[src/rtl/bcd_countdown_if.sv]
// bcd_countdown_if -- control/status bundle for the bcd_countdown timer.
//   load      : request to load load_val (has priority over en)
//   load_val  : BCD start value, 4*DIGITS bits, digit 0 in [3:0]
//   en        : count tick, one decrement per cycle while running
//   count     : registered BCD count value
//   busy      : high while the counter is running
//   done      : registered one-cycle expiry pulse
// Modports: master drives the controls, slave is the counter.
interface bcd_countdown_if #(
    parameter int unsigned DIGITS = 2
);
    logic                  load;
    logic [4*DIGITS-1:0]   load_val;
    logic                  en;
    logic [4*DIGITS-1:0]   count;
    logic                  busy;
    logic                  done;

    modport master (
        output load, load_val, en,
        input  count, busy, done
    );

    modport slave (
        input  load, load_val, en,
        output count, busy, done
    );
endinterface

[src/rtl/bcd_countdown.sv]
// bcd_countdown -- cascaded BCD down-counter with IDLE/RUN/EXPIRE control.
// Ports:
//   clk    : rising-edge clock
//   rst_n  : asynchronous active-low reset
//   bus    : bcd_countdown_if.slave (load, load_val, en -> count, busy, done)
// Parameter DIGITS (1..8) sets the number of BCD digits.
// Macro BCD_COUNTDOWN_AUTORELOAD_EN: on expiry, reload the last loaded value
// and keep running instead of stopping at zero.
module bcd_countdown #(
    parameter int unsigned DIGITS = 2
) (
    input logic               clk,
    input logic               rst_n,
    bcd_countdown_if.slave    bus
);
    localparam int unsigned W = 4 * DIGITS;
    localparam logic [W-1:0] ONE = {{(W-1){1'b0}}, 1'b1};

    typedef enum logic [1:0] {IDLE, RUN, EXPIRE} state_t;

    state_t          state, state_nxt;
    logic [W-1:0]    count_q, count_nxt;
    logic            done_q, done_nxt;
    logic [W-1:0]    load_clamped;

`ifdef BCD_COUNTDOWN_AUTORELOAD_EN
    logic [W-1:0]    reload_q, reload_nxt;
`endif

    // Any digit above 9 is forced to 9.
    function automatic logic [W-1:0] bcd_clamp(input logic [W-1:0] v);
        logic [W-1:0] r;
        r = '0;
        for (int unsigned i = 0; i < DIGITS; i++) begin
            r[4*i +: 4] = (v[4*i +: 4] > 4'd9) ? 4'd9 : v[4*i +: 4];
        end
        return r;
    endfunction

    // BCD decrement by one: a zero digit under borrow wraps to 9 and
    // passes the borrow on.
    function automatic logic [W-1:0] bcd_dec(input logic [W-1:0] v);
        logic [W-1:0] r;
        logic         borrow;
        logic [3:0]   d;
        r      = '0;
        borrow = 1'b1;
        for (int unsigned i = 0; i < DIGITS; i++) begin
            d = v[4*i +: 4];
            if (!borrow) begin
                r[4*i +: 4] = d;
            end else if (d == 4'd0) begin
                r[4*i +: 4] = 4'd9;
            end else begin
                r[4*i +: 4] = d - 4'd1;
                borrow      = 1'b0;
            end
        end
        return r;
    endfunction

    assign load_clamped = bcd_clamp(bus.load_val);

    always_ff @(posedge clk or negedge rst_n) begin
        if (!rst_n) begin
            state    <= IDLE;
            count_q  <= '0;
            done_q   <= 1'b0;
`ifdef BCD_COUNTDOWN_AUTORELOAD_EN
            reload_q <= '0;
`endif
        end else begin
            state    <= state_nxt;
            count_q  <= count_nxt;
            done_q   <= done_nxt;
`ifdef BCD_COUNTDOWN_AUTORELOAD_EN
            reload_q <= reload_nxt;
`endif
        end
    end

    always_comb begin
        state_nxt  = state;
        count_nxt  = count_q;
        done_nxt   = 1'b0;
`ifdef BCD_COUNTDOWN_AUTORELOAD_EN
        reload_nxt = reload_q;
`endif
        if (bus.load) begin
            count_nxt  = load_clamped;
`ifdef BCD_COUNTDOWN_AUTORELOAD_EN
            reload_nxt = load_clamped;
`endif
            state_nxt  = (load_clamped != '0) ? RUN : IDLE;
        end else begin
            unique case (state)
                IDLE: ;
                RUN: begin
                    if (bus.en) begin
                        if (count_q == ONE) begin
                            done_nxt  = 1'b1;
`ifdef BCD_COUNTDOWN_AUTORELOAD_EN
                            count_nxt = reload_q;
                            state_nxt = RUN;
`else
                            count_nxt = '0;
                            state_nxt = EXPIRE;
`endif
                        end else begin
                            count_nxt = bcd_dec(count_q);
                        end
                    end
                end
                EXPIRE: state_nxt = IDLE;
                default: state_nxt = IDLE;
            endcase
        end
    end

    assign bus.count = count_q;
    assign bus.busy  = (state == RUN);
    assign bus.done  = done_q;
endmodule

[src/flat_wrapper.sv]
// flat-port wrapper written by rule: the top's interface ports become plain ports
module bcd_countdown_flat 
#(
    parameter int unsigned DIGITS = 2
)
  (clk, rst_n, bus_load, bus_load_val, bus_en, bus_count, bus_busy, bus_done);
  bcd_countdown_if #(.DIGITS(DIGITS)) bus_i ();
  input logic clk;
  input logic rst_n;
  input wire logic [$bits(bus_i.load)-1:0] bus_load;
  input wire logic [$bits(bus_i.load_val)-1:0] bus_load_val;
  input wire logic [$bits(bus_i.en)-1:0] bus_en;
  output wire logic [$bits(bus_i.count)-1:0] bus_count;
  output wire logic [$bits(bus_i.busy)-1:0] bus_busy;
  output wire logic [$bits(bus_i.done)-1:0] bus_done;
  assign bus_i.load = bus_load;
  assign bus_i.load_val = bus_load_val;
  assign bus_i.en = bus_en;
  assign bus_count = bus_i.count;
  assign bus_busy = bus_i.busy;
  assign bus_done = bus_i.done;
  bcd_countdown #(.DIGITS(DIGITS)) u_core (.clk(clk), .rst_n(rst_n), .bus(bus_i));
endmodule
[config.mk]
export PLATFORM = sky130hd
export DESIGN_NAME = bcd_countdown_flat
export DESIGN_NICKNAME = d
export VERILOG_FILES = /design/src/rtl/bcd_countdown_if.sv /design/src/rtl/bcd_countdown.sv /design/src/flat_wrapper.sv
export SDC_FILE = /design/constraint.sdc
export NUM_CORES = 1
export LEC_CHECK = 0
export ABC_AREA = 1
export CORE_UTILIZATION = 35
export DETAILED_ROUTE_END_ITERATION = 7
export GPL_TIMING_DRIVEN = 0
export PLACE_DENSITY_LB_ADDON = 0.12
export SLEW_MARGIN = 25
export SYNTH_ARGS = -nofsm -noshare
export SYNTH_HDL_FRONTEND = slang
export SYNTH_SLANG_ARGS = --single-unit
[constraint.sdc]
create_clock -name clk -period 1.65 [get_ports clk]
set_clock_uncertainty 0.15 [all_clocks]
set_input_delay 0.4125 -clock clk [delete_from_list [all_inputs] [get_ports clk]]
set_output_delay 0.4125 -clock clk [all_outputs]
set_load 0.01 [all_outputs]
======== Yosys cells after proc, flatten, opt, wreduce, memory -nomap -nowiden ========
Index checks and enable logic that the tools add are counted.
operators by class
  bitwise operators ....................... 0
  equality and inequality tests ........... 5
  $mul .................................... 0
  reduce and logical (&&, ||, !) cells .... 10
  add/subtract/negate cells ............... 2
  shift-type cells ........................ 0
  mux-type cells .......................... 23
  magnitude comparators ................... 2
  divide/modulo/power cells ............... 0
operators with widths
  kind                   number
  $mux W8                4
  $mux W4                5
  $mux W1                10
  $eq A8 B1 Y1 const B   1
  $gt A4 B4 Y1 const B   2
  $logic_not A4 Y1       2
  $reduce_bool A8 Y1     1
  $sub A4 B1 Y4 const B  2
  $mux W2                3
  $reduce_and A3 Y1      2
  $pmux W2 S2            1
  $reduce_bool A2 Y1     2
  $ne A3 B2 Y1 const B   1
  $ne A3 B3 Y1 const B   1
  $reduce_bool A3 Y1     1
  $eq A2 B1 Y1 const B   1
  $logic_not A2 Y1       1
  $ne A2 B2 Y1 const B   1
  $reduce_and A2 Y1      1
word-level totals
  memories ................................ 0
  RAM bits ................................ 0
  bits of input ports ..................... 12
  register bits ........................... 11
  output and inout port bits .............. 10
  logic and storage cells ................. 46
  ROM bits ................................ 0
  bits in latches ......................... 0

======== Longest topological paths before layout ========
Gate-level depths: netlist of run 1.
  word-level depth ........................ 11
  depth in mapped cells ................... 10
  gate-level depth less buffers ........... 10

======== Least setup slack after synthesis of run 1 ========
No wires, ideal clock.
  kind .................................... register to register
  from .................................... register u_core.count_q[4], in the netlist u_core.bus.count[4]
  to ...................................... register u_core.count_q[7], in the netlist u_core.bus.count[7]
  buffers on the path ..................... 0
  stages on the path, launching flop included .. 11
  arrival ................................. 1.199 ns
  clock period less this slack ............ 1.465 ns
  setup time .............................. 0.116 ns
  data required time ...................... 1.384 ns
  path slack .............................. 0.185 ns
  cell sequence ........................... dfrtp_1 > inv_1 > ha_1 > nand3_2 > inv_2 > nand2_4 > nand2_4 > nand2_4 > inv_4 > nand2_1 > nand2_1
on the way
  word-level cells in the longest chain between the ends .. 7
  elaborated cells on any way between the ends .. 11
  classes of those cells .................. 1 x add/sub; 1 x eq/ne; 6 x mux; 3 x reduce/logical
ends and longest elaborated chain
  item                                                      line                                      text
  start, declared                                           bcd_countdown.sv:22                       logic [W-1:0] count_q, count_nxt;
  start signal, assigned                                    bcd_countdown.sv:74                       count_q <= count_nxt;
  $sub A4 B1 Y4 / $logic_not A4 Y1 (equally long branches)  bcd_countdown.sv:55, bcd_countdown.sv:52
  $mux W4                                                   bcd_countdown.sv:52                       end else if (d == 4'd0) begin
  $mux W4                                                   bcd_countdown.sv:50                       if (!borrow) begin
  $mux W8                                                   bcd_countdown.sv:100                      if (count_q == ONE) begin
  $mux W8                                                   bcd_countdown.sv:99                       if (bus.en) begin
  $mux W8                                                   bcd_countdown.sv:96                       unique case (state)
  $mux W8                                                   bcd_countdown.sv:89                       if (bus.load) begin
Parallel ways exist; a longest one is shown, timed or not. The select of a mux whose other input is x is not followed.
A chain may end at the register's enable or synchronous reset.

======== Worst setup path in the final report of run 1 ========
  from .................................... register u_core.state[1]
  to ...................................... output bus_busy
on the way
  word-level cells in the longest chain between the ends .. 1
ends and longest elaborated chain
  item                    line                  text
  start, declared         bcd_countdown.sv:21   state_t state, state_nxt;
  start signal, assigned  bcd_countdown.sv:73   state <= state_nxt;
  $eq A2 B1 Y1            bcd_countdown.sv:121  assign bus.busy = (state == RUN);
  end, declared           flat_wrapper.sv:14    output wire logic [$bits(bus_i.busy)-1:0] bus_busy;
Every way passes these cells.

==> run_results.csv, run 1 <==
group,metric,value,unit
layout,n_antenna_cell,0,
layout,fillers,216,
synthesis,synth.most_common_cell,"nand2_1",
layout,design_area,1080,µm²
synthesis,avgSynthCellArea,7.21,µm²
critical_path,rrSetupSlack,190,ps
place,dpl_cell_area,1020,µm²
place,port_buffers,20,
critical_path,worstPathMaxFanout,3,
critical_path,arrival,1020,ps
sta,fmax,0.634,GHz
cts,clk_pin_slew_worst_paths,70,ps
synthesis,synth_cells,109,
cts,cts_tree,"done",
synthesis,synth_nets,122,
critical_path,worst-r2r-cell-count,10,
die,core-area,2040,µm²
synthesis,netlist_area,786,µm²
layout,finish.utilization,52.8,%
cts,cts.sinks,11,
critical_path,crit_type,"flop to output pin",
die,die_w,49.4,µm
cts,cts_root_buffer,"clkbuf_4",
power_and_ir_drop,leakage,0.573,nW
routing,antenna_left,0,
cts,worstSkewPairLatency,260,ps
layout,syn_to_final_growth,37.1,%
sta,final-hold-violation-count,0,
die,ios,22,
sta,tightest_slew,511,ps
sta,final.setup.tns,0,ps
synthesis,synth_top_area_share,35.0,%
synthesis,synth_common_cells,"33 x nand2_1, 12 x inv_1, 11 x dfrtp_1",
global_routing,grt_pass1_wl,2750,µm
critical_path,endpoint,"bus_busy",
place,place_congestion,0.783,
die,row_count,16,
sta,drv_slew,0,
place,pre_cts_ws,7.00,ps
power_and_ir_drop,power,1.14,mW
sta,rsz0062_at_grt,"false",
synthesis,postSynth.topFlopCell,"dfrtp_1",
layout,nets,151,
critical_path,crit_start,"u_core.state[1]$_DFFE_PN0P_",
global_routing,grt.overflow.total,0,
synthesis,synthDominantAreaCellType,"dfrtp_1",
sta,slew_headroom,65.8,%
synthesis,synth_seq_cells,11,
cts,clk_path_buf_depth,2,
sta,period_minus_slack,1580,ps
status,status,"completed",
synthesis,synth_area_leaders,"dfrtp_1 35%, nand2_1 16%, nand3_1 6.4%, inv_1 5.7%, nand2_4 5.7%",
routing,wl_per_cell,10.4,µm
sta,worst_hold_slack,329,ps
flow_run,cap_violations,0,
global_routing,grtUsageTotal,14.7,%
synthesis,synthDistinctLibCells,25,
die,dieArea,2440,µm²
cts,ctsHoldBuffers,0,
synthesis,async_flop_share,100,%
global_routing,grt_max_degree,12,
cts,h-tree-depth,1,
routing,via_per_inst,4.76,
critical_path,required,1090,ps
cts,cts_buffers,3,
place,dp.cells,156,
global_routing,grt_pass1_vias,686,
layout,fin_cells,164,
critical_path,r2r-start,"u_core.bus.count[4]$_DFFE_PN0P_",
critical_path,r2r_end,"u_core.bus.count[5]$_DFFE_PN0P_",
die,initial_core_util,38.5,%
routing,vias,780,
layout,layout-drive-gt1-share,19.0,%
sta,setup_violations,0,
routing,first_iter_violations,14,
place,hpwl,1310,µm
power_and_ir_drop,p_per_area,1060,nW/µm²
critical_path,cp-start-kind,"flop",
routing,drc,0,
synthesis,ys_seq_area_share,35.0,%
global_routing,grt_antenna_before_repair,0,
routing,wirelength,1700,µm
hold_path,min_path_type,"input pin to async pin",
die,die_h,49.4,µm
synthesis,synth_edf_count,0,
routing,drtPass1Iterations,6,
sta,fin_ws,71.9,ps
critical_path,endpoint_kind,"output pin",
synthesis,ys.warnings.count,0,
sta,period_share,95.6,%
power_and_ir_drop,worst_ir_drop_vdd,0.614,mV
## cell usage in the layout, fill, tap and decap left out, types with 3 or more instances in the layout
master / Yosys / routed
nor3_1: 3 / 3
o21ai_1: 3 / 3
clkdlybuf4s50_1: 0 / 10
nand2_4: 4 / 4
clkbuf_4: 0 / 3
inv_2: 2 / 3
dfrtp_1: 11 / 11
nand3_1: 10 / 10
nor2_1: 9 / 9
buf_4: 1 / 5
inv_1: 12 / 11
nand2_1: 33 / 33
dlygate4sd2_1: 0 / 9
## final cells by class
type	instances	area (µm²)	area share, %
Timing Repair Buffer	24	219	20.3
Tap cell	27	33.8	3.14
Multi-Input combinational cell	80	439	40.8
Clock buffer	4	26.3	2.44
Sequential cell	11	275	25.6
Buffer	2	18.8	1.74
Inverter	16	65.1	6.04
## where the power goes
part | leakage (nW) | internal, mW | total, mW | switching (mW)
Clock | 0.0150 | 0.0933 | 0.185 | 0.0920
Combinational | 0.422 | 0.263 | 0.593 | 0.331
Sequential | 0.136 | 0.325 | 0.365 | 0.0399
## registers in the layout, summed over array words and instances, names as in the netlist
name and flops:
u_core.bus.count 8, u_core.state 2, u_core.bus.done 1
## what timing repair did
action	4_1_cts	5_1_grt
setup buffers	4	0
gates resized for setup	10	4
setup endpoints to repair	10	5
## cell families (layout without fill, tap and decap cells)
logic type / after synthesis / in the layout / share of synthesized area (%)
adders and majority gates: 1 / 1 / 1.59
buffers and inverters: 18 / 46 / 10.7
AOI/OAI and AO/OA: 11 / 11 / 9.39
DFF: 11 / 11 / 35.0
and+or+nand+nor: 67 / 67 / 42.2
xor gates and xnor gates: 1 / 1 / 1.11
## critical path, cell delays in order (launching register included)
cell and delay, ps:
dfrtp_1 390, nor2_4 120, clkdlybuf4s15_1 240
## routing by layer
layer,track usage (%),wire [µm],vias up
met1,19.7,785,345
met3,3.12,133,2
met5,0,0,-
li1,-,-,405
met4,4.29,10,0
met2,23.7,770,28
## worst min-delay path by stage
| stage | endpoint | slack, ps | depth (start not counted) |
|---|---|---|---|
| global route | u_core.state[0]$_DFFE_PN0P_ | 340 | 3 |
| CTS | u_core.state[0]$_DFFE_PN0P_ | 330 | 3 |
| finish | u_core.bus.count[2]$_DFFE_PN0P_ | 330 | 1 |
| detailed placement | u_core.bus.count[7]$_DFFE_PN0P_ | 350 | 2 |
| floorplan | u_core.bus.count[0]$_DFFE_PN0P_ | -30 | 0 |
| global placement | u_core.bus.count[7]$_DFFE_PN0P_ | 350 | 2 |
Note: power is estimated with default switching activity, not from simulation.
==> inputs of run 2 (changes only) <==
--- a/config.mk
+++ b/config.mk
@@ -9,8 +9,9 @@
 export CORE_UTILIZATION = 35
 export DETAILED_ROUTE_END_ITERATION = 7
 export GPL_TIMING_DRIVEN = 0
-export PLACE_DENSITY_LB_ADDON = 0.12
-export SLEW_MARGIN = 25
+export PLACE_DENSITY = 0.74
+export SETUP_SLACK_MARGIN = 0.1
+export SLEW_MARGIN = 20
 export SYNTH_ARGS = -nofsm -noshare
 export SYNTH_HDL_FRONTEND = slang
 export SYNTH_SLANG_ARGS = --single-unit
==> run 2 against run 1 <==
Critical path depth fell by 1. Utilization rose by 2.0 points. Clock power barely moved.
==> run_results.csv, run 2 (same netlist as run 1, synthesis figures left out) <==
group,metric,value,unit
global_routing,grt_max_degree,12,
critical_path,crit_chain,"dlygate4sd2_1",
power_and_ir_drop,switching_share,40.4,%
place,dp.cells,156,
power_and_ir_drop,power,1.24,mW
cts,cts.sinks,11,
routing,drtPass1Iterations,4,
flow_run,cap_violations,0,
global_routing,grt_pass1_wl,2790,µm
global_routing,grt.overflow.total,0,
layout,largest_reg_flops,8,
sta,fmax,0.652,GHz
sta,rsz0062_at_grt,"true",
critical_path,cp_num_buf_inv,1,
critical_path,slowest_delay,410,ps
cts,clk_pin_slew_worst_paths,80,ps
routing,wl_per_cell,10.5,µm
layout,syn_to_final_growth,42.2,%
status,status,"completed",
sta,fin_ws,117,ps
die,die_w,49.4,µm
layout,nets,155,
die,row_count,16,
power_and_ir_drop,leakage,0.593,nW
die,ios,22,
routing,first_iter_violations,31,
sta,final-hold-violation-count,0,
routing,via_per_inst,4.85,
sta,setup_violations,0,
routing,wirelength,1770,µm
sta,tightest_slew,546,ps
layout,layout_commonest_cell,"nand2_1",
power_and_ir_drop,worst_ir_drop_vdd,0.553,mV
place,port_buffers,20,
power_and_ir_drop,switchingPower,0.501,mW
critical_path,arrival,970,ps
critical_path,crit_type,"flop to output pin",
global_routing,grt_antenna_before_repair,0,
routing,vias,815,
sta,drv_slew,0,
power_and_ir_drop,p_clk_share,15.2,%
cts,h-tree-depth,1,
die,initial_core_util,38.5,%
cts,cts_tree,"done",
power_and_ir_drop,pwr-share-comb,55.6,%
routing,antenna_left,0,
critical_path,worstPathMaxFanout,4,
power_and_ir_drop,p_per_area,1110,nW/µm²
hold_path,min_path_type,"input pin to flop",
power_and_ir_drop,p_int,0.739,mW
layout,final_cell_mix,"33 x nand2_1, 11 x inv_1, 10 x nand3_1, 10 x clkdlybuf4s50_1, 10 x dfrtp_1",
critical_path,required,1090,ps
cts,cts_buffers,3,
critical_path,cp_top_family,"flip-flops",
routing,drc,0,
critical_path,cp_slowest_cell,"dfrtp_1",
sta,final.setup.tns,0,ps
cts,worstSkewPairLatency,270,ps
sta,period_share,92.9,%
sta,slew_headroom,63.5,%
global_routing,grt_pass1_vias,708,
die,dieArea,2440,µm²
sta,period_minus_slack,1530,ps
die,core-area,2040,µm²
layout,fillers,207,
cts,clk_path_buf_depth,2,
place,place_congestion,0.815,
cts,cts_root_buffer,"clkbuf_4",
layout,fin_cells,168,
critical_path,cp-start-kind,"flop",
global_routing,grtUsageTotal,14.9,%
power_and_ir_drop,power.sequential.fraction,29.2,%
cts,ctsHoldBuffers,0,
layout,layout-drive-gt1-share,23.4,%
layout,n_antenna_cell,0,
place,pre_cts_ws,12.6,ps
place,hpwl,1300,µm
critical_path,endpoint_kind,"output pin",
die,die_h,49.4,µm
run 2: cell count changes in the layout (fill, tap and decap cells not counted):
cell             change
buf_4                +3
buf_6                +1
clkbuf_2             +1
clkdlybuf4s15_1      -1
dfrtp_1              -1
dfrtp_2              +1
nand3_2              -1
nand3_4              +1
nor2_1               -1
nor2_2               +1
run 2: path summary, 6_finish.rpt:
check                                                startpoint                               to  slack, ps  cells past startpoint
worst max-delay path            u_core.bus.count[4]$_DFFE_PN0P_                     bus_count[4]        120                      1
worst min-delay path                                   bus_load      u_core.state[0]$_DFFE_PN0P_        330                      3
worst max register to register  u_core.bus.count[5]$_DFFE_PN0P_  u_core.bus.count[5]$_DFFE_PN0P_        140                     11
worst min register to register  u_core.bus.count[4]$_DFFE_PN0P_  u_core.bus.count[4]$_DFFE_PN0P_        390                      2
max in group asynchronous                                 rst_n  u_core.bus.count[6]$_DFFE_PN0P_        620                      1
min in group asynchronous                                 rst_n        u_core.bus.done$_DFF_PN0_        340                      1
run 2: routing by layer:
metal	vias up	share of wire (%)	GRT usage [%]
met5	-	0	0
met2	35	48	25.6
met3	4	6.2	1.87
li1	415	-	-
met1	361	44	18.1
met4	0	1.6	7.14
run 2: cell type report:
| class | count | area (µm²) | share of cell area (%) |
|---|---|---|---|
| buffer | 2 | 18.8 | 1.68 |
| clock buffer | 4 | 26.3 | 2.35 |
| tap | 27 | 33.8 | 3.02 |
| inverter | 16 | 65.1 | 5.82 |
| sequential | 11 | 277 | 24.7 |
| multi-input combinational | 80 | 449 | 40.2 |
| timing repair buffer | 28 | 248 | 22.2 |
run 2: tightest hold or removal path, cell delays in order:
cell     delay (ps)
buf_4           150
nand2_1          80
o21ai_1          60
run 2: timing repair:
| action | in CTS | in global routing |
|---|---|---|
| pin swaps | 0 | 2 |
| gates resized for setup | 11 | 8 |
| endpoints found under the setup margin | 10 | 10 |
| buffers inserted | 6 | 2 |
| hold endpoints to repair | 0 | 0 |
run 2: stage by stage:
step | util (%) | hold WS [ps] | cell area, µm²
after CTS | 52.9 | 335 | 1080
after global placement | 49.9 | 352 | 1020
after detailed placement | 49.9 | 352 | 1020
after floorplan | - | -33.1 | 786
after global routing | 54.7 | 341 | 1120
final | 54.7 | 328 | 1120
run 2: power groups by stage:
stage	registers, mW	logic (mW)	clock network, mW
3_5_place_dp	0.398	0.544	0
6_report	0.362	0.690	0.188
3_3_place_gp	0.393	0.537	0
5_1_grt	0.369	0.762	0.207
4_1_cts	0.363	0.592	0.191
2_1_floorplan	0.412	0.324	0
